--- config.mk ---
export PLATFORM = sky130hd
export DESIGN_NAME = keypad_scanner
export DESIGN_NICKNAME = d
export VERILOG_FILES = /design/src/rtl/keypad_scanner.sv
export SDC_FILE = /design/constraint.sdc
export NUM_CORES = 1
export LEC_CHECK = 0
export ABC_AREA = 0
export BUFFER_PORTS_ARGS = -buffer_cell sky130_fd_sc_hd__buf_2
export CAP_MARGIN = 20
export CELL_PAD_IN_SITES_DETAIL_PLACEMENT = 0
export CELL_PAD_IN_SITES_GLOBAL_PLACEMENT = 2
export CORE_ASPECT_RATIO = 1.2
export CORE_MARGIN = 1.5
export CORE_UTILIZATION = 41
export DETAILED_ROUTE_END_ITERATION = 8
export GPL_TIMING_DRIVEN = 0
export PLACE_DENSITY_LB_ADDON = 0.25
export SLEW_MARGIN = 20
export SYNTH_ARGS = -nofsm -noshare
export SYNTH_HDL_FRONTEND = slang
export SYNTH_SLANG_ARGS = --single-unit
--- constraint.sdc ---
create_clock -name i_Clk -period 5.6 [get_ports i_Clk]
set_input_delay 0.56 -clock i_Clk [delete_from_list [all_inputs] [get_ports i_Clk]]
set_output_delay 0.56 -clock i_Clk [all_outputs]
set_load 0.1 [all_outputs]
--- src/rtl/keypad_scanner.sv ---
// 4x4 matrix keypad scanner: drives one column low at a time, debounces a single
// pressed key and emits one pulse per press with its index and BCD digit.
module keypad_scanner #(
  parameter int CLKS_PER_COL  = 250,
  parameter int DEBOUNCE_CLKS = 250000
) (
  input  logic       i_Clk,
  input  logic       i_Reset,
  input  logic [3:0] i_Rows,
  output logic [3:0] o_Cols,
  output logic       o_Key_Valid,
  output logic [3:0] o_Key_Code,
  output logic       o_Is_Digit,
  output logic [3:0] o_Digit,
  output logic       o_Key_Held
);

  localparam int CNT_MAX = (CLKS_PER_COL > DEBOUNCE_CLKS) ? CLKS_PER_COL : DEBOUNCE_CLKS;
  localparam int CNT_W   = $clog2(CNT_MAX) + 1;
  localparam logic [CNT_W-1:0] COL_LAST = CNT_W'(CLKS_PER_COL - 1);
  localparam logic [CNT_W-1:0] DEB_LAST = CNT_W'(DEBOUNCE_CLKS - 1);

  typedef enum logic [1:0] {SCAN, DEBOUNCE, HELD} state_t;

  state_t           state_q, state_d;
  logic [1:0]       col_q, col_d;
  logic [CNT_W-1:0] cnt_q, cnt_d;
  logic [3:0]       lat_rows_q, lat_rows_d;
  logic [3:0]       rows_p0;
  logic [3:0]       r_Rows;
  logic             key_valid_d;
  logic [3:0]       key_code_d;
  logic             is_digit_d;
  logic [3:0]       digit_d;
  logic             held_d;

  // Exactly one active-low row: anything else is idle, ghosting or a multi-press.
  function automatic logic one_row_low(input logic [3:0] rows);
    case (rows)
      4'b1110, 4'b1101, 4'b1011, 4'b0111: one_row_low = 1'b1;
      default:                            one_row_low = 1'b0;
    endcase
  endfunction

  function automatic logic [1:0] row_index(input logic [3:0] rows);
    case (rows)
      4'b1101: row_index = 2'd1;
      4'b1011: row_index = 2'd2;
      4'b0111: row_index = 2'd3;
      default: row_index = 2'd0;
    endcase
  endfunction

  // Returns {is_digit, bcd} for the telephone-style layout 123A/456B/789C/*0#D.
  function automatic logic [4:0] decode_key(input logic [3:0] code);
    case (code)
      4'd0:    decode_key = {1'b1, 4'd1};
      4'd1:    decode_key = {1'b1, 4'd2};
      4'd2:    decode_key = {1'b1, 4'd3};
      4'd4:    decode_key = {1'b1, 4'd4};
      4'd5:    decode_key = {1'b1, 4'd5};
      4'd6:    decode_key = {1'b1, 4'd6};
      4'd8:    decode_key = {1'b1, 4'd7};
      4'd9:    decode_key = {1'b1, 4'd8};
      4'd10:   decode_key = {1'b1, 4'd9};
      4'd13:   decode_key = {1'b1, 4'd0};
      default: decode_key = {1'b0, 4'd0};
    endcase
  endfunction

  // Stage p0/p1: two-flop synchronizer on the asynchronous row inputs
  always_ff @(posedge i_Clk or posedge i_Reset) begin
    if (i_Reset) begin
      rows_p0 <= 4'b1111;
      r_Rows  <= 4'b1111;
    end else begin
      rows_p0 <= i_Rows;
      r_Rows  <= rows_p0;
    end
  end

  always_comb begin
    state_d     = state_q;
    col_d       = col_q;
    cnt_d       = cnt_q;
    lat_rows_d  = lat_rows_q;
    key_valid_d = 1'b0;
    key_code_d  = o_Key_Code;
    is_digit_d  = o_Is_Digit;
    digit_d     = o_Digit;
    held_d      = o_Key_Held;
    case (state_q)
      SCAN: begin
        if (cnt_q == COL_LAST) begin
          cnt_d = '0;
          if (one_row_low(r_Rows)) begin
            lat_rows_d = r_Rows;
            state_d    = DEBOUNCE;
          end else begin
            col_d = col_q + 2'd1;
          end
        end else begin
          cnt_d = cnt_q + 1'b1;
        end
      end
      DEBOUNCE: begin
        if (r_Rows == lat_rows_q) begin
          if (cnt_q == DEB_LAST) begin
            key_valid_d             = 1'b1;
            key_code_d              = {row_index(lat_rows_q), col_q};
            {is_digit_d, digit_d}   = decode_key({row_index(lat_rows_q), col_q});
            held_d                  = 1'b1;
            cnt_d                   = '0;
            state_d                 = HELD;
          end else begin
            cnt_d = cnt_q + 1'b1;
          end
        end else begin
          cnt_d   = '0;
          col_d   = col_q + 2'd1;
          state_d = SCAN;
        end
      end
      HELD: begin
        // Column stays parked, so keys on other columns are invisible until release.
        if (r_Rows == 4'b1111) begin
          if (cnt_q == DEB_LAST) begin
            held_d  = 1'b0;
            cnt_d   = '0;
            col_d   = col_q + 2'd1;
            state_d = SCAN;
          end else begin
            cnt_d = cnt_q + 1'b1;
          end
        end else begin
          cnt_d = '0;
        end
      end
      default: begin
        cnt_d   = '0;
        state_d = SCAN;
      end
    endcase
  end

  // Stage p2: FSM state and registered outputs
  always_ff @(posedge i_Clk or posedge i_Reset) begin
    if (i_Reset) begin
      state_q     <= SCAN;
      col_q       <= 2'd0;
      cnt_q       <= '0;
      lat_rows_q  <= 4'b1111;
      o_Key_Valid <= 1'b0;
      o_Key_Code  <= 4'd0;
      o_Is_Digit  <= 1'b0;
      o_Digit     <= 4'd0;
      o_Key_Held  <= 1'b0;
    end else begin
      state_q     <= state_d;
      col_q       <= col_d;
      cnt_q       <= cnt_d;
      lat_rows_q  <= lat_rows_d;
      o_Key_Valid <= key_valid_d;
      o_Key_Code  <= key_code_d;
      o_Is_Digit  <= is_digit_d;
      o_Digit     <= digit_d;
      o_Key_Held  <= held_d;
    end
  end

  assign o_Cols = ~(4'b0001 << col_q);

endmodule

==> metrics <==
antenna violations before repair 0; Die ar. slightly below 0.006 mm²; Initial Utilization 42.4%; Worst Setup Start Kind flop; RSZ-0062 raised after global routing no; fin crit share 41.3%; Clk pin slew, worst setup/hold paths around 0.080 ns; Nets around 250; Setup Viol. Count Final 0; placed cell count between 200 and 300; Crit path arrival time around 2.5 ns; Slew Limit Headroom between 50% and 60%; Psw 0.118 mW; Non-Filler Cell Area, Final about 0.0025 mm²; Via-to-Cell Ratio about 5.2; Pint approximately 0.44 mW; Flop pwr share slightly above 60%; Worst Tran Pin Value ~0.71 ns; max-cap viol count 0; RR Endpoint o_Key_Code[0]$_DFFE_PP0P_; CTS tree built; kind of end point of the critical path flop; slowest stage cell, crit path nor4_1; Worst Reg2Reg Path Length in Cells 6; Mean Syn Cell Area 10.9 µm²; post_cts resized 0; total setup buffers inserted after CTS 0; Post-Route WL ~4.3 mm; drt drc 0; clock sinks 46; Rows 29; DP HPWL between 3 and 4 mm; Largest delay share family, worst path simple AND/OR/NAND/NOR gates; chip width 70.5 µm; largest net degree at the start of global routing 28; clock skew around 0.0062 ns; flops & latches, synth 46; net switching fraction of the power 21.1%; drt wl/cell between 10 and 15 µm; Max Freq ~430 MHz; RD Place Congestion 0.809; DR iter-0 viols slightly below 90; clk root buf clkbuf_8; leakage roughly 1.2 nW; Pwr Density 221 mW/mm²; # diodes 0; first-pass GRT wire length 7.40 mm; Num CTS Buffers 5; IR drop worst, VDD ~0.11 mV; worst min path class in -> async; hold_buf cts 0; fin. max-slew vios 0; Crit Reg-Reg Startpoint cnt_q[11]$_DFF_PP0_; DIE HEIGHT approximately 84 µm; I/O Pins 21; Fin. Hold Viols 0; TNS Setup 0 ns; max incr delay on CP between 0.4 and 0.5 ns; Synth Warn # 0; Worst-Skew Late Latency 0.29 ns; Synth-to-Final Area Change 12.9%; via count between 1,500 and 2,000; Buf+Inv Stages, Crit Path 1; Fillers between 500 and 600; CP Cell Sequence nor4_1 > nand4b_1 > nor3_1 > and2_1 > buf_4 > mux2_1; reg-to-reg slack, setup ~3.3 ns; post-route ant nets 0; CTS Buffer Depth 2; CTS H-tree lvls 2; Syn Inst Count about 210; CP required 5.77 ns; status completed; Comb pwr share under 10%; Synthesized Nets 219; Pre-Repair DR Iteration Count 4; number of global-route vias before repair around 1,600; port buffer count 20; Total GRT Usage roughly 16%; min cycle time layout 2.31 ns; Post-Syn Area between 0.002 and 0.0025 mm²; clock network power share 36.8%; Worst Path Max Fanout 10; post-synthesis sequential area ratio between 50% and 60%; area of placed instances ~0.0024 mm²; CORE AREA approximately 0.0053 mm²; Synth cell types between 40 and 50; Non-Filler Instances 297; fraction of layout cells with a size suffix above 1 a little under a quarter; final design utilization a little under half; total gr overflow 0; critical setup path kind reg -> reg
-- logic make-up after synthesis --
kind of cell	count (synthesis)	share of synthesized area, %
adders and majority gates	7	3.90
xor gates and xnor gates	22	8.58
buffers and inverters	19	3.90
and+or+nand+nor	81	18.5
DFF	46	52.0
muxes	17	8.70
AOI/OAI and AO/OA	14	4.46
-- cell usage in the layout (no fill, tap or decap), types with 2 or more instances in the layout --
cell type,n
clkbuf_8,6
nor2b_1,4
nand3_1,9
nor2_1,28
mux2_4,3
buf_4,2
ha_1,7
and3_1,3
buf_2,21
inv_1,13
nor3_1,2
xor2_1,12
xnor2_1,10
dfrtp_1,34
mux2_1,6
nand4_1,8
or4_1,2
inv_2,2
nor4_1,4
dfstp_2,12
mux2_2,2
o21ai_0,5
nand2_1,11
nand2b_1,3
mux2i_1,6
-- area by class of cell --
class	count	area, µm²	area share [%]
clock inverter	1	5.00	0.198
timing repair buffer	21	120	4.74
tap	62	77.6	3.06
buffer	4	31.3	1.23
sequential	46	1170	46.0
clock buffer	7	86.3	3.41
inverter	15	56.3	2.22
multi-input combinational	141	991	39.1
-- cell usage after synthesis --
master     number  area, µm²
dfrtp_1        34        851
nor2_1         28        105
inv_1          14       52.6
dfstp_2        12        315
xor2_1         12        105
nand2_1        11       41.3
xnor2_1        10       87.6
nand3_1         9       45.0
nand4_1         8       50.1
ha_1            7       87.6
mux2_1          6       67.6
mux2i_1         6       60.1
o21ai_0         5       25.0
nor2b_1         4       25.0
nor4_1          4       25.0
and3_1          3       18.8
mux2_4          3       45.0
nand2b_1        3       18.8
buf_4           2       15.0
mux2_2          2       22.5
nor3_1          2       10.0
or4_1           2       15.0
a2111oi_2       1       15.0
a222oi_1        1       10.0
a31oi_1         1       6.26
a32oi_1         1       8.76
and2_1          1       6.26
and4_1          1       8.76
buf_2           1       5.00
buf_6           1       11.3
inv_2           1       3.75
nand4b_1        1       8.76
nor3b_1         1       7.51
nor4bb_1        1       10.0
o21a_1          1       7.51
o21ai_1         1       5.00
o221ai_1        1       8.76
o22ai_1         1       6.26
o31ai_1         1       7.51
or3_1           1       6.26
or4b_4          1       13.8
-- metrics by stage --
stage	setup slack [ns]	power (mW)	hold slack, ns
2_1_floorplan	3.63	0.354	0.345
3_3_place_gp	3.33	0.359	0.346
3_5_place_dp	3.27	0.362	0.347
4_1_cts	3.26	0.571	0.280
5_1_grt	3.10	0.592	0.284
6_report	3.29	0.560	0.266
-- registers in the layout, indices dropped and copies added (netlist names) --
signal and flops:
lat_rows_q 4, r_Rows 4, o_Digit 4, o_Is_Digit 1, cnt_q 19, o_Key_Code 4, rows_p0 4, state_q 2
col_q 2, o_Key_Valid 1, o_Key_Held 1
-- layer usage --
layer | routed length [µm] | share of wire [%] | vias to the layer above | GRT usage, %
li1 | - | - | 756 | -
met1 | 1850 | 44 | 763 | 19.3
met2 | 2210 | 52 | 27 | 27.1
met3 | 125 | 2.9 | 6 | 3.26
met4 | 64 | 1.5 | 0 | 5.49
met5 | 0 | 0 | - | 0
-- worst reg2reg max path: stages (launching register included) --
cell and delay, ns:
dfrtp_1 0.44, nor4_1 0.46, nand4b_1 0.22, nor3_1 0.29, and2_1 0.24, buf_4 0.21, mux2_1 0.34
-- worst max path at each step --
stage | from | endpoint | slack, ns | cells past startpoint
2_1_floorplan | lat_rows_q[1]$_DFFE_PP1P_ | o_Digit[1]$_DFFE_PP0P_ | 3.63 | 6
3_3_place_gp | cnt_q[11]$_DFF_PP0_ | o_Key_Code[0]$_DFFE_PP0P_ | 3.33 | 6
3_5_place_dp | cnt_q[11]$_DFF_PP0_ | o_Key_Code[0]$_DFFE_PP0P_ | 3.27 | 6
4_1_cts | cnt_q[11]$_DFF_PP0_ | o_Key_Code[0]$_DFFE_PP0P_ | 3.26 | 6
5_1_grt | cnt_q[11]$_DFF_PP0_ | o_Key_Code[0]$_DFFE_PP0P_ | 3.10 | 6
6_report | cnt_q[11]$_DFF_PP0_ | o_Key_Code[0]$_DFFE_PP0P_ | 3.29 | 6
-- power by group through the flow --
stage	sequential, mW	combinational [mW]	clock, mW
finish	0.340	0.0142	0.206
floorplan	0.346	0.00863	0
global placement	0.347	0.0125	0
CTS	0.340	0.0149	0.215
detailed placement	0.347	0.0149	0
global route	0.341	0.0166	0.234
Power figures use the tool's default switching activity.
